## src/rtl/aurora_20g_enc_gen.sv

```systemverilog
// aurora_20g_enc_gen: sequence-number test-pattern source for Aurora 20G bring-up.
// Each word is {PATTERN fill, 16-bit running seq}; the far-end checker compares
// bits [15:0] against its own running count. Supports finite/continuous runs,
// a programmable post-acceptance gap and ready/valid back-pressure.
// Optional feature macro: AURORA_ENC_GEN_ERR_INJ_EN (single-bit error injection).
module aurora_20g_enc_gen #(
    parameter int          DATA_WD = 64,
    parameter logic [47:0] PATTERN = 48'hBBBB_CCCC_DDDD
) (
    input  logic               clk,
    input  logic               rst_n,
    input  logic               cfg_rst,
    input  logic               cfg_start,
    input  logic               cfg_stop,
    input  logic [31:0]        cfg_burst_len,
    input  logic [15:0]        cfg_gap,
    input  logic               cfg_err_inj,
    input  logic               tx_rdy,
    output logic               tx_vld,
    output logic [DATA_WD-1:0] tx_data,
    output logic               busy,
    output logic               done,
    output logic [31:0]        tx_cnt,
    output logic [31:0]        inj_cnt
);

    localparam int PW = DATA_WD - 16;
    // Fill above the sequence field, truncated or zero-extended to fit.
    localparam logic [PW-1:0] PAT_FILL = PW'(PATTERN);

`ifdef AURORA_ENC_GEN_ERR_INJ_EN
    localparam logic INJ_EN = 1'b1;
`else
    localparam logic INJ_EN = 1'b0;
`endif

    typedef enum logic [1:0] {
        ST_IDLE = 2'd0,
        ST_SEND = 2'd1,
        ST_GAP  = 2'd2,
        ST_DONE = 2'd3
    } state_t;

    state_t             state_q, state_d;
    logic [15:0]        seq_q, seq_d;
    logic [31:0]        tx_cnt_q, tx_cnt_d;
    logic [31:0]        word_cnt_q, word_cnt_d;
    logic [31:0]        burst_len_q, burst_len_d;
    logic [15:0]        gap_q, gap_d;
    logic [15:0]        gap_cnt_q, gap_cnt_d;
    logic               stop_pend_q, stop_pend_d;
    logic               inj_pend_q, inj_pend_d;
    logic               inj_word_q, inj_word_d;
    logic [31:0]        inj_cnt_q, inj_cnt_d;
    logic               tx_vld_q, tx_vld_d;
    logic [DATA_WD-1:0] tx_data_q, tx_data_d;
    logic               busy_q, busy_d;
    logic               done_q, done_d;
    logic               accept;
    logic               present;

    assign accept = tx_vld_q & tx_rdy;

    // Next-state logic: FSM transitions, counters, word presentation and the
    // synchronous clear, with all registered outputs derived from next state.
    always_comb begin
        state_d     = state_q;
        seq_d       = seq_q;
        tx_cnt_d    = tx_cnt_q;
        word_cnt_d  = word_cnt_q;
        burst_len_d = burst_len_q;
        gap_d       = gap_q;
        gap_cnt_d   = gap_cnt_q;
        stop_pend_d = stop_pend_q;
        inj_pend_d  = inj_pend_q | (INJ_EN & cfg_err_inj);
        inj_word_d  = inj_word_q;
        inj_cnt_d   = inj_cnt_q;
        tx_data_d   = tx_data_q;
        present     = 1'b0;

        case (state_q)
            ST_IDLE: begin
                // Start wins over a simultaneous stop; stop alone is ignored here.
                if (cfg_start) begin
                    burst_len_d = cfg_burst_len;
                    gap_d       = cfg_gap;
                    word_cnt_d  = '0;
                    stop_pend_d = 1'b0;
                    state_d     = ST_SEND;
                    present     = 1'b1;
                end
            end
            ST_SEND: begin
                // A stop never withdraws the word on offer; it waits for acceptance.
                if (cfg_stop) begin
                    stop_pend_d = 1'b1;
                end
                if (accept) begin
                    seq_d      = seq_q + 16'd1;
                    tx_cnt_d   = tx_cnt_q + 32'd1;
                    word_cnt_d = word_cnt_q + 32'd1;
                    inj_word_d = 1'b0;
                    if (inj_word_q) begin
                        inj_cnt_d  = inj_cnt_q + 32'd1;
                        inj_pend_d = INJ_EN & cfg_err_inj;
                    end
                    if ((burst_len_q != 32'd0) && (word_cnt_d == burst_len_q)) begin
                        state_d = ST_DONE;
                    end else if (stop_pend_q || cfg_stop) begin
                        state_d = ST_IDLE;
                    end else if (gap_q != 16'd0) begin
                        state_d   = ST_GAP;
                        gap_cnt_d = gap_q;
                    end else begin
                        present = 1'b1;
                    end
                end
            end
            ST_GAP: begin
                if (cfg_stop) begin
                    state_d = ST_IDLE;
                end else if (gap_cnt_q <= 16'd1) begin
                    state_d = ST_SEND;
                    present = 1'b1;
                end else begin
                    gap_cnt_d = gap_cnt_q - 16'd1;
                end
            end
            ST_DONE: begin
                state_d = ST_IDLE;
            end
            default: begin
                state_d = ST_IDLE;
            end
        endcase

        // Load a fresh word only when one is newly offered so data holds while stalled.
        if (present) begin
            inj_word_d = inj_pend_d;
            tx_data_d  = {PAT_FILL, seq_d[15:1], seq_d[0] ^ inj_pend_d};
        end

        if (cfg_rst) begin
            state_d     = ST_IDLE;
            seq_d       = '0;
            tx_cnt_d    = '0;
            word_cnt_d  = '0;
            burst_len_d = '0;
            gap_d       = '0;
            gap_cnt_d   = '0;
            stop_pend_d = 1'b0;
            inj_pend_d  = 1'b0;
            inj_word_d  = 1'b0;
            inj_cnt_d   = '0;
            tx_data_d   = {PAT_FILL, 16'h0000};
        end

        tx_vld_d = (state_d == ST_SEND);
        busy_d   = (state_d != ST_IDLE);
        done_d   = (state_d == ST_DONE);
    end

    // State and output registers with asynchronous active-low reset.
    always_ff @(posedge clk or negedge rst_n) begin
        if (!rst_n) begin
            state_q     <= ST_IDLE;
            seq_q       <= '0;
            tx_cnt_q    <= '0;
            word_cnt_q  <= '0;
            burst_len_q <= '0;
            gap_q       <= '0;
            gap_cnt_q   <= '0;
            stop_pend_q <= 1'b0;
            inj_pend_q  <= 1'b0;
            inj_word_q  <= 1'b0;
            inj_cnt_q   <= '0;
            tx_vld_q    <= 1'b0;
            tx_data_q   <= {PAT_FILL, 16'h0000};
            busy_q      <= 1'b0;
            done_q      <= 1'b0;
        end else begin
            state_q     <= state_d;
            seq_q       <= seq_d;
            tx_cnt_q    <= tx_cnt_d;
            word_cnt_q  <= word_cnt_d;
            burst_len_q <= burst_len_d;
            gap_q       <= gap_d;
            gap_cnt_q   <= gap_cnt_d;
            stop_pend_q <= stop_pend_d;
            inj_pend_q  <= inj_pend_d;
            inj_word_q  <= inj_word_d;
            inj_cnt_q   <= inj_cnt_d;
            tx_vld_q    <= tx_vld_d;
            tx_data_q   <= tx_data_d;
            busy_q      <= busy_d;
            done_q      <= done_d;
        end
    end

    assign tx_vld  = tx_vld_q;
    assign tx_data = tx_data_q;
    assign busy    = busy_q;
    assign done    = done_q;
    assign tx_cnt  = tx_cnt_q;
    assign inj_cnt = inj_cnt_q;

endmodule

```

## config.mk

```make
export PLATFORM = sky130hd
export DESIGN_NAME = aurora_20g_enc_gen
export DESIGN_NICKNAME = d
export VERILOG_FILES = /design/src/rtl/aurora_20g_enc_gen.sv
export SDC_FILE = /design/constraint.sdc
export NUM_CORES = 1
export LEC_CHECK = 0
export BUFFER_PORTS_ARGS = -buffer_cell sky130_fd_sc_hd__buf_4
export CORE_MARGIN = 10
export CORE_UTILIZATION = 30
export CTS_CLUSTER_DIAMETER = 40
export DETAILED_ROUTE_END_ITERATION = 6
export PLACE_DENSITY = 0.55
export SETUP_SLACK_MARGIN = 0.02
export SYNTH_ARGS = -nofsm -noshare
export SYNTH_HDL_FRONTEND = slang
export SYNTH_SLANG_ARGS = --single-unit
```

## constraint.sdc

```tcl
create_clock -name clk -period 6.5 [get_ports clk]
set_clock_uncertainty 0.05 [all_clocks]
set_input_delay 0 -clock clk [delete_from_list [all_inputs] [get_ports clk]]
set_output_delay 0 -clock clk [all_outputs]
set_load 0.01 [all_outputs]
```

# Word-level counts from Yosys, hierarchy flattened
# Index checks and enable logic that the tools add are counted.
[totals]
reg_bits = 248
wordCells = 119
[op_classes]
bitwise = 2
n_eq_ne = 14
muxes = 59
n_lt_le_gt_ge = 1
addsub = 5
n_reduce_logical = 23
[op_table]
columns = ["op", "n"]
rows = [
  ["$mux 32", 13],
  ["$mux 16", 13],
  ["$mux 64", 2],
  ["$add 32x1->32 const B", 3],
  ["$pmux 32 s2", 1],
  ["$eq 32x32->1", 1],
  ["$pmux 16 s2", 1],
  ["$reduce_bool 32->1", 1],
  ["$ne 3x3->1 const B", 8],
  ["$mux 1", 18],
  ["$add 16x1->16 const B", 1],
  ["$le 16x1->1 const B", 1],
  ["$mux 2", 8],
  ["$reduce_bool 16->1", 1],
  ["$sub 16x1->16 const B", 1],
  ["$reduce_bool 2->1", 7],
  ["$reduce_bool 3->1", 4],
  ["$reduce_and 3->1", 3],
  ["$pmux 2 s4", 1],
  ["$reduce_and 7->1", 1],
  ["$eq 2x2->1 const B", 3],
  ["$reduce_and 2->1", 3],
  ["$eq 2x1->1 const B", 2],
  ["$pmux 1 s3", 1],
  ["other kinds (6)", 6],
]

# Logic depth before layout (Yosys ltp)
# Gate-level depths: netlist (run 1).
[logic_depth]
depth_word = 8
ltp_mapped = 13
ltp_nobuf = 10

# Worst setup path after synthesis (run 1)
# Ideal clock, no wire load.
[synth_timing]
path_kind = "reg2reg"
start = "reg word_cnt_q[0]"
end = "reg tx_data_q[10] (netlist: tx_data[10])"
path_slack_ps = 3018
path_stages_with_launch = 14
arrival_ps = 3307
setup_ps = 125
path_buffers = 3
cell_sequence = "dfrtp_1 ha_1 nand3_4 or4_1 buf_2 or3_1 a22oi_2 nand3_1 a2111oi_2 a211o_2 and2_4 buf_12 buf_12 mux2_4"
[synth_via]
elab_chain_cells = 7
[synth_rtl]
columns = ["element", "line", "source"]
rows = [
  ["start, declared", "47", "logic [31:0] word_cnt_q, word_cnt_d;"],
  ["start signal, assigned", "185", "word_cnt_q <= word_cnt_d;"],
  ["$add 32x1->32", "101", "word_cnt_d = word_cnt_q + 32'd1;"],
  ["$eq 32x32->1", "107", "if ((burst_len_q != 32'd0) && (word_cnt_d == burst_len_q)) begin"],
  ["$logic_and 1x1->1", "107", ""],
  ["$mux 1", "107", ""],
  ["$mux 1", "98", "if (accept) begin"],
  ["$pmux 1 s3", "81", "case (state_q)"],
  ["$reduce_bool 2->1 (no source line)", "--", ""],
  ["end signal, assigned", "178", "tx_data_q <= {PAT_FILL, 16'h0000};"],
  ["end signal, assigned", "194", "tx_data_q <= tx_data_d;"],
  ["end, declared", "56", "logic [DATA_WD-1:0] tx_data_q, tx_data_d;"],
]
# No other way between the ends.
# A chain may end at the register's enable or synchronous reset.

# Final worst setup path (run 1)
[layout_timing]
start = "reg word_cnt_q[0]"
end = "reg gap_cnt_q[14]"
[layout_via]
elab_chain_cells = 5
[layout_rtl]
columns = ["element", "line", "source"]
rows = [
  ["$add 32x1->32", "101", ""],
  ["$eq 32x32->1", "107", ""],
  ["$logic_and 1x1->1", "107", ""],
  ["$ne 3x3->1 (no source line)", "--", ""],
  ["$reduce_and 7->1 (no source line)", "--", ""],
  ["end signal, assigned", "188", "gap_cnt_q <= gap_cnt_d;"],
  ["end, declared", "50", "logic [15:0] gap_cnt_q, gap_cnt_d;"],
]
# No other way between the ends.

==> results of run 1 <==
-- layout make-up --
| cell class | count | area (µm²) | area share |
|---|---|---|---|
| clock buffer | 18 | 429 | 0.0317 |
| clock inverter | 14 | 158 | 0.0116 |
| inverter | 20 | 75.1 | 0.00554 |
| multi-input combinational | 923 | 5660 | 0.418 |
| sequential | 200 | 5000 | 0.369 |
| tap | 468 | 586 | 0.0432 |
| timing repair buffer | 199 | 1640 | 0.121 |
-- what timing repair did --
action,4_1_cts,5_1_grt
setup buffers,0,0
endpoints found under the hold margin,135,0
hold buffers,54,0
-- final timing paths --
check	from	endpoint	slack [ps]	depth (start not counted)
min reg2reg	gap_cnt_q[10]$_DFFE_PN0P_	gap_cnt_q[10]$_DFFE_PN0P_	440	1
max reg2reg	word_cnt_q[0]$_DFFE_PN0P_	gap_cnt_q[14]$_DFFE_PN0P_	2070	10
max in group asynchronous	rst_n	tx_data[15]$_DFFE_PN0P_	4970	3
min in group clk	cfg_gap[1]	gap_q[1]$_DFFE_PN0P_	260	3
max	word_cnt_q[0]$_DFFE_PN0P_	gap_cnt_q[14]$_DFFE_PN0P_	2070	10
min	rst_n	inj_cnt[9]$_DFFE_PN0P_	60	2
-- routing by layer --
layer	global-route usage	vias up	wire length, µm
met5	0	-	0
met1	0.205	4645	15800
met2	0.212	272	14300
met3	0.0304	14	2200
met4	0.0262	0	191
li1	-	4563	-
-- worst max-delay path, stage by stage, from the launching register on --
cell and delay [ps]:
dfrtp_1 450, ha_1 320, nand3_4 170, nor3_1 670, nand4_1 290, a221oi_1 370, nand4b_1 190, nor4_2 350
nand4_2 570, nand3_1 700, o2bb2ai_1 150
-- per-stage QoR --
step / cells / hold slack, ps
2_1_floorplan: 1264 / -346
3_3_place_gp: 1756 / 10.8
3_5_place_dp: 1756 / 19.4
4_1_cts: 1842 / 102
5_1_grt: 1842 / 112
6_report: 1842 / 62.5
-- cell usage in the layout (no fill, tap or decap), types with 12 or more instances in the layout --
cell type	synthesis	layout
clkbuf_16	0	17
dfrtp_1	200	200
conb_1	2	48
buf_4	50	144
a31oi_1	12	12
nor3_1	20	20
a21oi_1	45	45
inv_1	20	20
nor2_1	134	132
dlygate4sd3_1	0	54
nand2_1	81	81
or3_1	28	28
nand4_1	40	40
a22o_1	48	48
and3_1	26	25
nor4_1	25	25
xor2_1	71	71
o21ai_0	73	73
o2bb2ai_1	13	13
xnor2_1	35	35
nor2b_1	20	20
nand3_1	67	67
o31ai_1	16	16
-- power by group through the flow --
stage / clock network, mW / registers [mW] / logic [mW]
after CTS: 1.13 / 1.31 / 0.303
after detailed placement: 0 / 1.33 / 0.276
after floorplan: 0 / 1.32 / 0.198
final: 1.09 / 1.31 / 0.301
after global placement: 0 / 1.33 / 0.275
after global routing: 1.17 / 1.31 / 0.335
-- registers in the layout, summed over array words and instances, names as in the netlist, 2 cells and up --
register / flops
tx_cnt: 32
seq_q: 16
burst_len_q: 32
gap_cnt_q: 16
state_q: 2
gap_q: 16
inj_cnt: 32
word_cnt_q: 32
tx_data: 16
-- cells by family (layout without fill, tap and decap cells) --
family          Yosys count  after routing  share of synthesized area
compound gates          250            250                      0.150
flops                   200            200                      0.445
simple gates            497            497                      0.230
other cells               2             48                   0.000668
mux                      16             16                     0.0173
xor+xnor                106            106                     0.0825
buf+inv                 141            251                     0.0681
fa+ha+maj                 6              6                    0.00667
==> results.toml, run 1 <==
[pwr]
seq_power_share = 0.484
clockPowerShare = 0.404
combPwrFrac = 0.111
cellLeakagePower_nw = 6.10
p_int_mw = 1.94
sw_frac_of_total = 0.281
p_per_area_nw_per_um2 = 199
p_switching_mw = 0.761
p_total_mw = 2.70
peakVddDrop_mv = 0.195

[clock_network]
cts_tree = "yes"
cts.htree.levels = 4
insertion_delay_ps = 450
cts_resized = 0
clock-root-buffer = "clkbuf_16"
cts_buffer_depth = 2
cts_buffers = 17
cts.sinks = 200
clk_pin_slew_ps = 90

[synthesis]
synth_common_cells = "200 x dfrtp_1, 134 x nor2_1, 81 x nand2_1"
ys_types = 71
syn_area_um2 = 11300
yosys.area.top_type = "dfrtp_1"
synthTopCellsByArea = "dfrtp_1 44%, xor2_1 5.5%, nor2_1 4.5%"
synth-seq-area-share = 0.445
yosys_warnings = 0
synth_cells = 1218
synth.most_common_cell = "dfrtp_1"
synth.avg_cell_area_um2 = 9.24
synth-edff-count = 0
synth_top_area_frac = 0.445
ys_ff_latch = 200
async_flop_share = 1.00
synth_ff_type = "dfrtp_1"

[global_routing]
grt_pass1_vias = 9255
antenna_found_initial = 0
grt_use_total = 0.141
grt_pass1_wl_mm = 52.0
overflow = 0
grt_max_degree = 79

[placement]
post_dp_cell_area_um2 = 12400
pre_cts_ws_ps = 2130
place.gp.congestion = 0.901
portBuffers = 136
hpwlAfterDp_mm = 23.2

[routing]
wirelength_mm = 32.5
dr.pass1.iters = 5
ant_nets = 0
drtIter0Drc = 701
drc = 0
vias = 9494
wl_per_cell_um = 17.7
viasPerCell = 5.15

[outcome]
status = "finished, final reports clean"

[layout]
final_util = 0.368
fillers = 3678
antennaDiodeCount = 0
design.final.nets = 1422
syn_to_final_growth_pct = 20.5
final_area_um2 = 13600
drive_gt1_frac = 0.160

[die]
ios = 186
die_y_um = 214
rows = 70
dieWidth_um = 214
dieArea_um2 = 45600
coreArea_um2 = 36800
initial_core_util = 0.306

[hold_path]
hold_path_class = "in2async"

[sta]
post-route-period-util = 0.681
hold_viol = 0
rsz0062_at_grt = "no"
slew_violations = 0
worst_pin_slew_ps = 1180
fmax_mhz = 226
layout_setup_ws_ps = 2070
fin_crit_ps = 4430
relSlewSlack = 0.209
fin_tns_setup_ps = 0
setup_viol = 0

[critical_path]
start_kind = "flip-flop"
crit_fanout = 18
path_class = "reg2reg"
critPathCaptureType = "flip-flop"
crit_required_ps = 6750
cp.arrival_ps = 4680

[run]
drv_cap = 0
(Power assumes the default switching activity.)
==> run 2, diff against run 1 <==
ABC_AREA = 1   (was not set)
clock period = 4.4 ns   (was 6.5 ns; I/O delays follow)
==> results.toml, run 2 <==
[hold_path]
hold_path_class = "in2async"

[sta]
hold_viol = 0
fin_tns_setup_ps = 0
slew_violations = 0
rsz0062_at_grt = "no"
worst_pin_slew_ps = 808
relSlewSlack = 0.459
setup_viol = 0
post-route-period-util = 0.747
fin_crit_ps = 3290
fmax_mhz = 304

[layout]
drive_gt1_frac = 0.123
multi_input_area_um2 = 5370
final_util = 0.374
syn_to_final_growth_pct = 22.0
area.sequential_um2 = 5000
fillers = 4014
design.final.nets = 1848
mostFrequentLayoutCells = "398 x nand2_1, 217 x inv_1, 200 x dfrtp_1, 175 x nor2_1, 145 x buf_4"
antennaDiodeCount = 0
final_common_cell = "nand2_1"

[global_routing]
overflow = 0
grt_pass1_vias = 11000
grt_max_degree = 94
grt_pass1_wl_mm = 58.5
antenna_found_initial = 0
grt_use_total = 0.155

[clock_network]
cts.sinks = 200
cts_resized = 0
clk_pin_slew_ps = 80
cts_buffers = 17
cts_tree = "yes"
cts_buffer_depth = 2
cts.htree.levels = 4
clock-root-buffer = "clkbuf_16"
insertion_delay_ps = 460

[critical_path]
start_kind = "flip-flop"
reg2reg_to = "tx_data[13]$_DFFE_PN0P_"
rr_worst_depth = 20
r2r_slack_ps = 1110
crit_required_ps = 4730
regToRegStartpoint = "word_cnt_q[0]$_DFFE_PN0P_"
path_class = "reg2reg"
critPathCaptureType = "flip-flop"
crit_path_start = "word_cnt_q[0]$_DFFE_PN0P_"
cp.arrival_ps = 3620
crit_fanout = 20

[outcome]
status = "finished, final reports clean"

[synthesis]
synthTopCellsByArea = "dfrtp_1 43%, nand2_1 13%, inv_1 7.0%"
async_flop_share = 1.00
ys_types = 46
synth.most_common_cell = "nand2_1"
synth_cells = 1609
syn_area_um2 = 11600
synth_ff_type = "dfrtp_1"
synth-edff-count = 0
synth_top_area_frac = 0.432
yosys.area.top_type = "dfrtp_1"
synth-seq-area-share = 0.432
synth.avg_cell_area_um2 = 7.20
ys_ff_latch = 200
yosys_warnings = 0
synth_common_cells = "399 x nand2_1, 217 x inv_1, 200 x dfrtp_1"

[die]
coreArea_um2 = 37800
dieWidth_um = 217
dieArea_um2 = 46900
initial_core_util = 0.306
die_y_um = 217
ios = 186
rows = 71

[routing]
dr.pass1.iters = 7
viasPerCell = 4.72
ant_nets = 0
wirelength_mm = 36.4
drc = 0
wl_per_cell_um = 15.8
vias = 10900
drtIter0Drc = 766

[pwr]
cellLeakagePower_nw = 6.68
p_per_area_nw_per_um2 = 297
peakVddDrop_mv = 0.387

[placement]
place.gp.congestion = 0.897
portBuffers = 136
hpwlAfterDp_mm = 26.6

[run]
drv_cap = 0
## run 2: stage by stage
stage               std cells  setup WS (ps)  hold slack [ps]  area (µm²)  total power [mW]
floorplan                1655           2010             -346       11800              2.35
global placement         2223           1170            -15.1       13000              2.53
CTS                      2310           1090             57.0       14100              4.25
detailed placement       2223           1120            -21.2       13000              2.54
global route             2310            754             75.9       14100              4.40
finish                   2310           1110             46.6       14100              4.20
## run 2: worst max-delay path by stage
| stage | end | slack, ps | depth (start not counted) |
|---|---|---|---|
| 6_report | tx_data[13]$_DFFE_PN0P_ | 1110 | 20 |
| 5_1_grt | tx_data[13]$_DFFE_PN0P_ | 750 | 20 |
| 4_1_cts | tx_data[13]$_DFFE_PN0P_ | 1090 | 20 |
| 3_5_place_dp | tx_data[13]$_DFFE_PN0P_ | 1120 | 20 |
| 3_3_place_gp | tx_data[11]$_DFFE_PN0P_ | 1170 | 20 |
| 2_1_floorplan | gap_cnt_q[10]$_DFFE_PN0P_ | 2010 | 16 |
## run 2: timing repair
item                                    CTS  global route
endpoints found under the setup margin    0             0
hold buffers                             56             0
endpoints found under the hold margin   111             0
buffers inserted                          0             0
## run 2: cell families (layout without fill, tap and decap cells)
kind of cell	after synthesis	count (layout)	share of synthesized area
AND/OR/NAND/NOR	827	827	0.312
buffers and inverters	314	458	0.120
AO/OA/AOI/OAI	247	247	0.117
flip-flops	200	200	0.432
XOR/XNOR	12	12	0.0114
adder cells (fa/ha/maj)	6	6	0.00648
other	2	48	0.000648
multiplexers	1	1	0.000864
## run 2: power by group
group,switching [mW],leakage (nW),internal [mW]
Sequential,0.0511,2.74,1.90
Combinational,0.390,3.66,0.204
Clock,0.786,0.285,0.875
Total,1.23,6.68,2.97
## run 2: metal layers
metal	global-route usage	wire length (µm)	vias up
li1	-	-	5487
met1	0.184	15500	5138
met2	0.263	17800	243
met3	0.0515	2520	35
met4	0.0389	666	0
met5	0	0	-
## run 2: layout make-up
| class | instances | area share |
|---|---|---|
| sequential | 200 | 0.354 |
| inverter | 224 | 0.0597 |
| tap | 511 | 0.0452 |
| clock buffer | 19 | 0.0320 |
| clock inverter | 12 | 0.00982 |
| multi-input combinational | 1141 | 0.380 |
| timing repair buffer | 203 | 0.119 |
## run 2: critical path, stage by stage, from the launching register on
cell,delay (ps)
dfrtp_1,440
ha_1,220
nand2_1,130
nor2_4,220
nand2_4,120
nor2_2,260
nand2_1,110
nand2_1,100
nand2_1,50
nand2_1,100
nand3_1,80
nor2_1,90
nand2_1,80
nor2_1,90
nand3_1,140
nand2_1,110
nand2_2,50
buf_4,190
nor2_4,360
nand2_1,110
o21ai_1,100
==> run 3, diff against run 2 <==
ABC_AREA = 0   (was 1)
clock period = 3.18 ns   (was 4.4 ns; I/O delays follow)
==> results.toml, run 3 (synthesis results as in run 1) <==
[clock_network]
cts_buffers = 17
clk_pin_slew_ps = 80
clock-root-buffer = "clkbuf_16"
cts_tree = "yes"
cts.sinks = 200
cts.htree.levels = 4
insertion_delay_ps = 460
cts_buffer_depth = 2

[critical_path]
path_cells = "buf_4, buf_4, and4_4, and4_1, nand4_1, xor2_2, a21o_1, a2111oi_4, a211o_2, and2_4, mux2_4"
crit_family = "simple AND/OR/NAND/NOR gates"
path_buf_inv = 2
path_class = "reg2reg"
regToRegStartpoint = "word_cnt_q[13]$_DFFE_PN0P_"
reg2reg_to = "tx_data[5]$_DFFE_PN0P_"
critPathCapture = "tx_data[5]$_DFFE_PN0P_"
critPathCaptureType = "flip-flop"
rr_worst_depth = 11
cp.arrival_ps = 3420
crit_required_ps = 3470
crit_path_start = "word_cnt_q[13]$_DFFE_PN0P_"
path_common_cell = "buf_4"
crit_fanout = 7
slowest_delay_ps = 400
start_kind = "flip-flop"
r2r_slack_ps = 60
slowest_stage = "dfrtp_1"
crit_cells = 11

[global_routing]
overflow = 0
grt_use_total = 0.151
grt_max_degree = 72
grt_pass1_wl_mm = 55.0
grt_pass1_vias = 9819
grt_util_met2 = 0.230
antenna_found_initial = 2
grt_use_met1 = 0.212
busiest_layer = "met2"
grt_use_met3 = 0.0311

[pwr]
peakVddDrop_mv = 0.383
p_switching_mw = 1.63
cellLeakagePower_nw = 6.79
seq_power_share = 0.479
sw_frac_of_total = 0.292
p_per_area_nw_per_um2 = 377
combPwrFrac = 0.127
clockPowerShare = 0.394
p_int_mw = 3.95

[layout]
design.final.nets = 1529
syn_to_final_growth_pct = 31.4
final_common_cell = "buf_4"
mostFrequentLayoutCells = "238 x buf_4, 198 x dfrtp_1, 132 x nor2_1, 81 x nand2_1, 73 x o21ai_0"
drive_gt1_frac = 0.251
fillers = 3601

[die]
die_y_um = 214
dieArea_um2 = 45600
dieWidth_um = 214
initial_core_util = 0.306
coreArea_um2 = 36800
ios = 186
rows = 70

[routing]
viasPerCell = 5.18
vias = 10100
wl_per_cell_um = 18.0
wirelength_mm = 35.1
ant_nets = 0
drtIter0Drc = 735
dr.pass1.iters = 5
drc = 0

[sta]
fmax_mhz = 320
setup_viol = 0
worst_hold_slack_ps = 54.1
hold_viol = 0
worst_pin_slew_ps = 1010
slew_violations = 0
post-route-period-util = 0.982
fin_crit_ps = 3120
rsz0062_at_grt = "yes"
fin_tns_setup_ps = 0
relSlewSlack = 0.329

[outcome]
status = "finished, final reports clean"

[hold_path]
hold_path_class = "in2async"

[placement]
hpwlAfterDp_mm = 25.2
place.gp.congestion = 0.942
portBuffers = 136

[run]
drv_cap = 0
## run 3: changes by cell type in the layout (fill, tap and decap cells not counted), moves of 43 or more
cell | previous run | this run
nand2_1 | 398 | 81
inv_1 | 217 | 20
xor2_1 | 8 | 70
nor2_1 | 175 | 132
buf_4 | 145 | 238
nand3_1 | 133 | 62
a22o_1 | 0 | 48
## run 3: what timing repair did
item / 4_1_cts / 5_1_grt
hold endpoints to repair: 142 / 0
gates resized for setup: 6 / 62
cloned: 1 / 1
endpoints found under the setup margin: 32 / 37
hold buffers: 54 / 0
pin swaps: 3 / 16
setup buffers: 2 / 12
## run 3: how the worst min path moves through the flow
stage	start	endpoint	slack, ps
global placement	rst_n	inj_cnt[25]$_DFFE_PN0P_	8
finish	rst_n	inj_cnt[25]$_DFFE_PN0P_	50
floorplan	rst_n	burst_len_q[0]$_DFFE_PN0P_	-350
CTS	rst_n	inj_cnt[25]$_DFFE_PN0P_	80
detailed placement	rst_n	inj_cnt[25]$_DFFE_PN0P_	7
global route	rst_n	inj_cnt[25]$_DFFE_PN0P_	110
## run 3: worst register-to-register path, stage by stage (launching register included)
cell,delay [ps]
dfrtp_1,400
buf_4,120
buf_4,90
and4_4,220
and4_1,250
nand4_1,250
xor2_2,250
a21o_1,230
a2111oi_4,310
a211o_2,240
and2_4,260
mux2_4,320
## run 3: layer usage
layer / vias to the layer above / share of wire
li1: 4783 / -
met1: 4972 / 0.46
met2: 316 / 0.45
met3: 28 / 0.067
met4: 2 / 0.014
met5: - / 0.00020
## run 3: final cells by class
| cell class | count | area [µm²] | area share |
|---|---|---|---|
| Multi-Input combinational cell | 924 | 6020 | 0.407 |
| Sequential cell | 200 | 5010 | 0.339 |
| Timing Repair Buffer | 305 | 2520 | 0.170 |
| Tap cell | 468 | 586 | 0.0396 |
| Clock buffer | 17 | 425 | 0.0288 |
| Clock inverter | 15 | 158 | 0.0107 |
| Inverter | 20 | 75.1 | 0.00508 |
| Antenna cell | 1 | 2.50 | 0.000169 |
## run 3: power groups by stage
stage | clock network [mW] | logic [mW] | registers [mW]
global route | 2.36 | 0.780 | 2.68
CTS | 2.25 | 0.676 | 2.67
finish | 2.20 | 0.707 | 2.67
floorplan | 0 | 0.404 | 2.69
detailed placement | 0 | 0.614 | 2.72
global placement | 0 | 0.612 | 2.72
## run 3: metrics by stage
step,cells,power (mW),area [µm²],setup WS [ps],utilization
after CTS,1936,5.59,14300,28.3,0.390
after floorplan,1264,3.10,11400,20.4,-
after detailed placement,1847,3.33,13200,-94.6,0.358
after global routing,1950,5.82,14800,-66.5,0.402
after global placement,1847,3.33,13200,-109,0.358
final,1950,5.57,14800,56.9,0.402
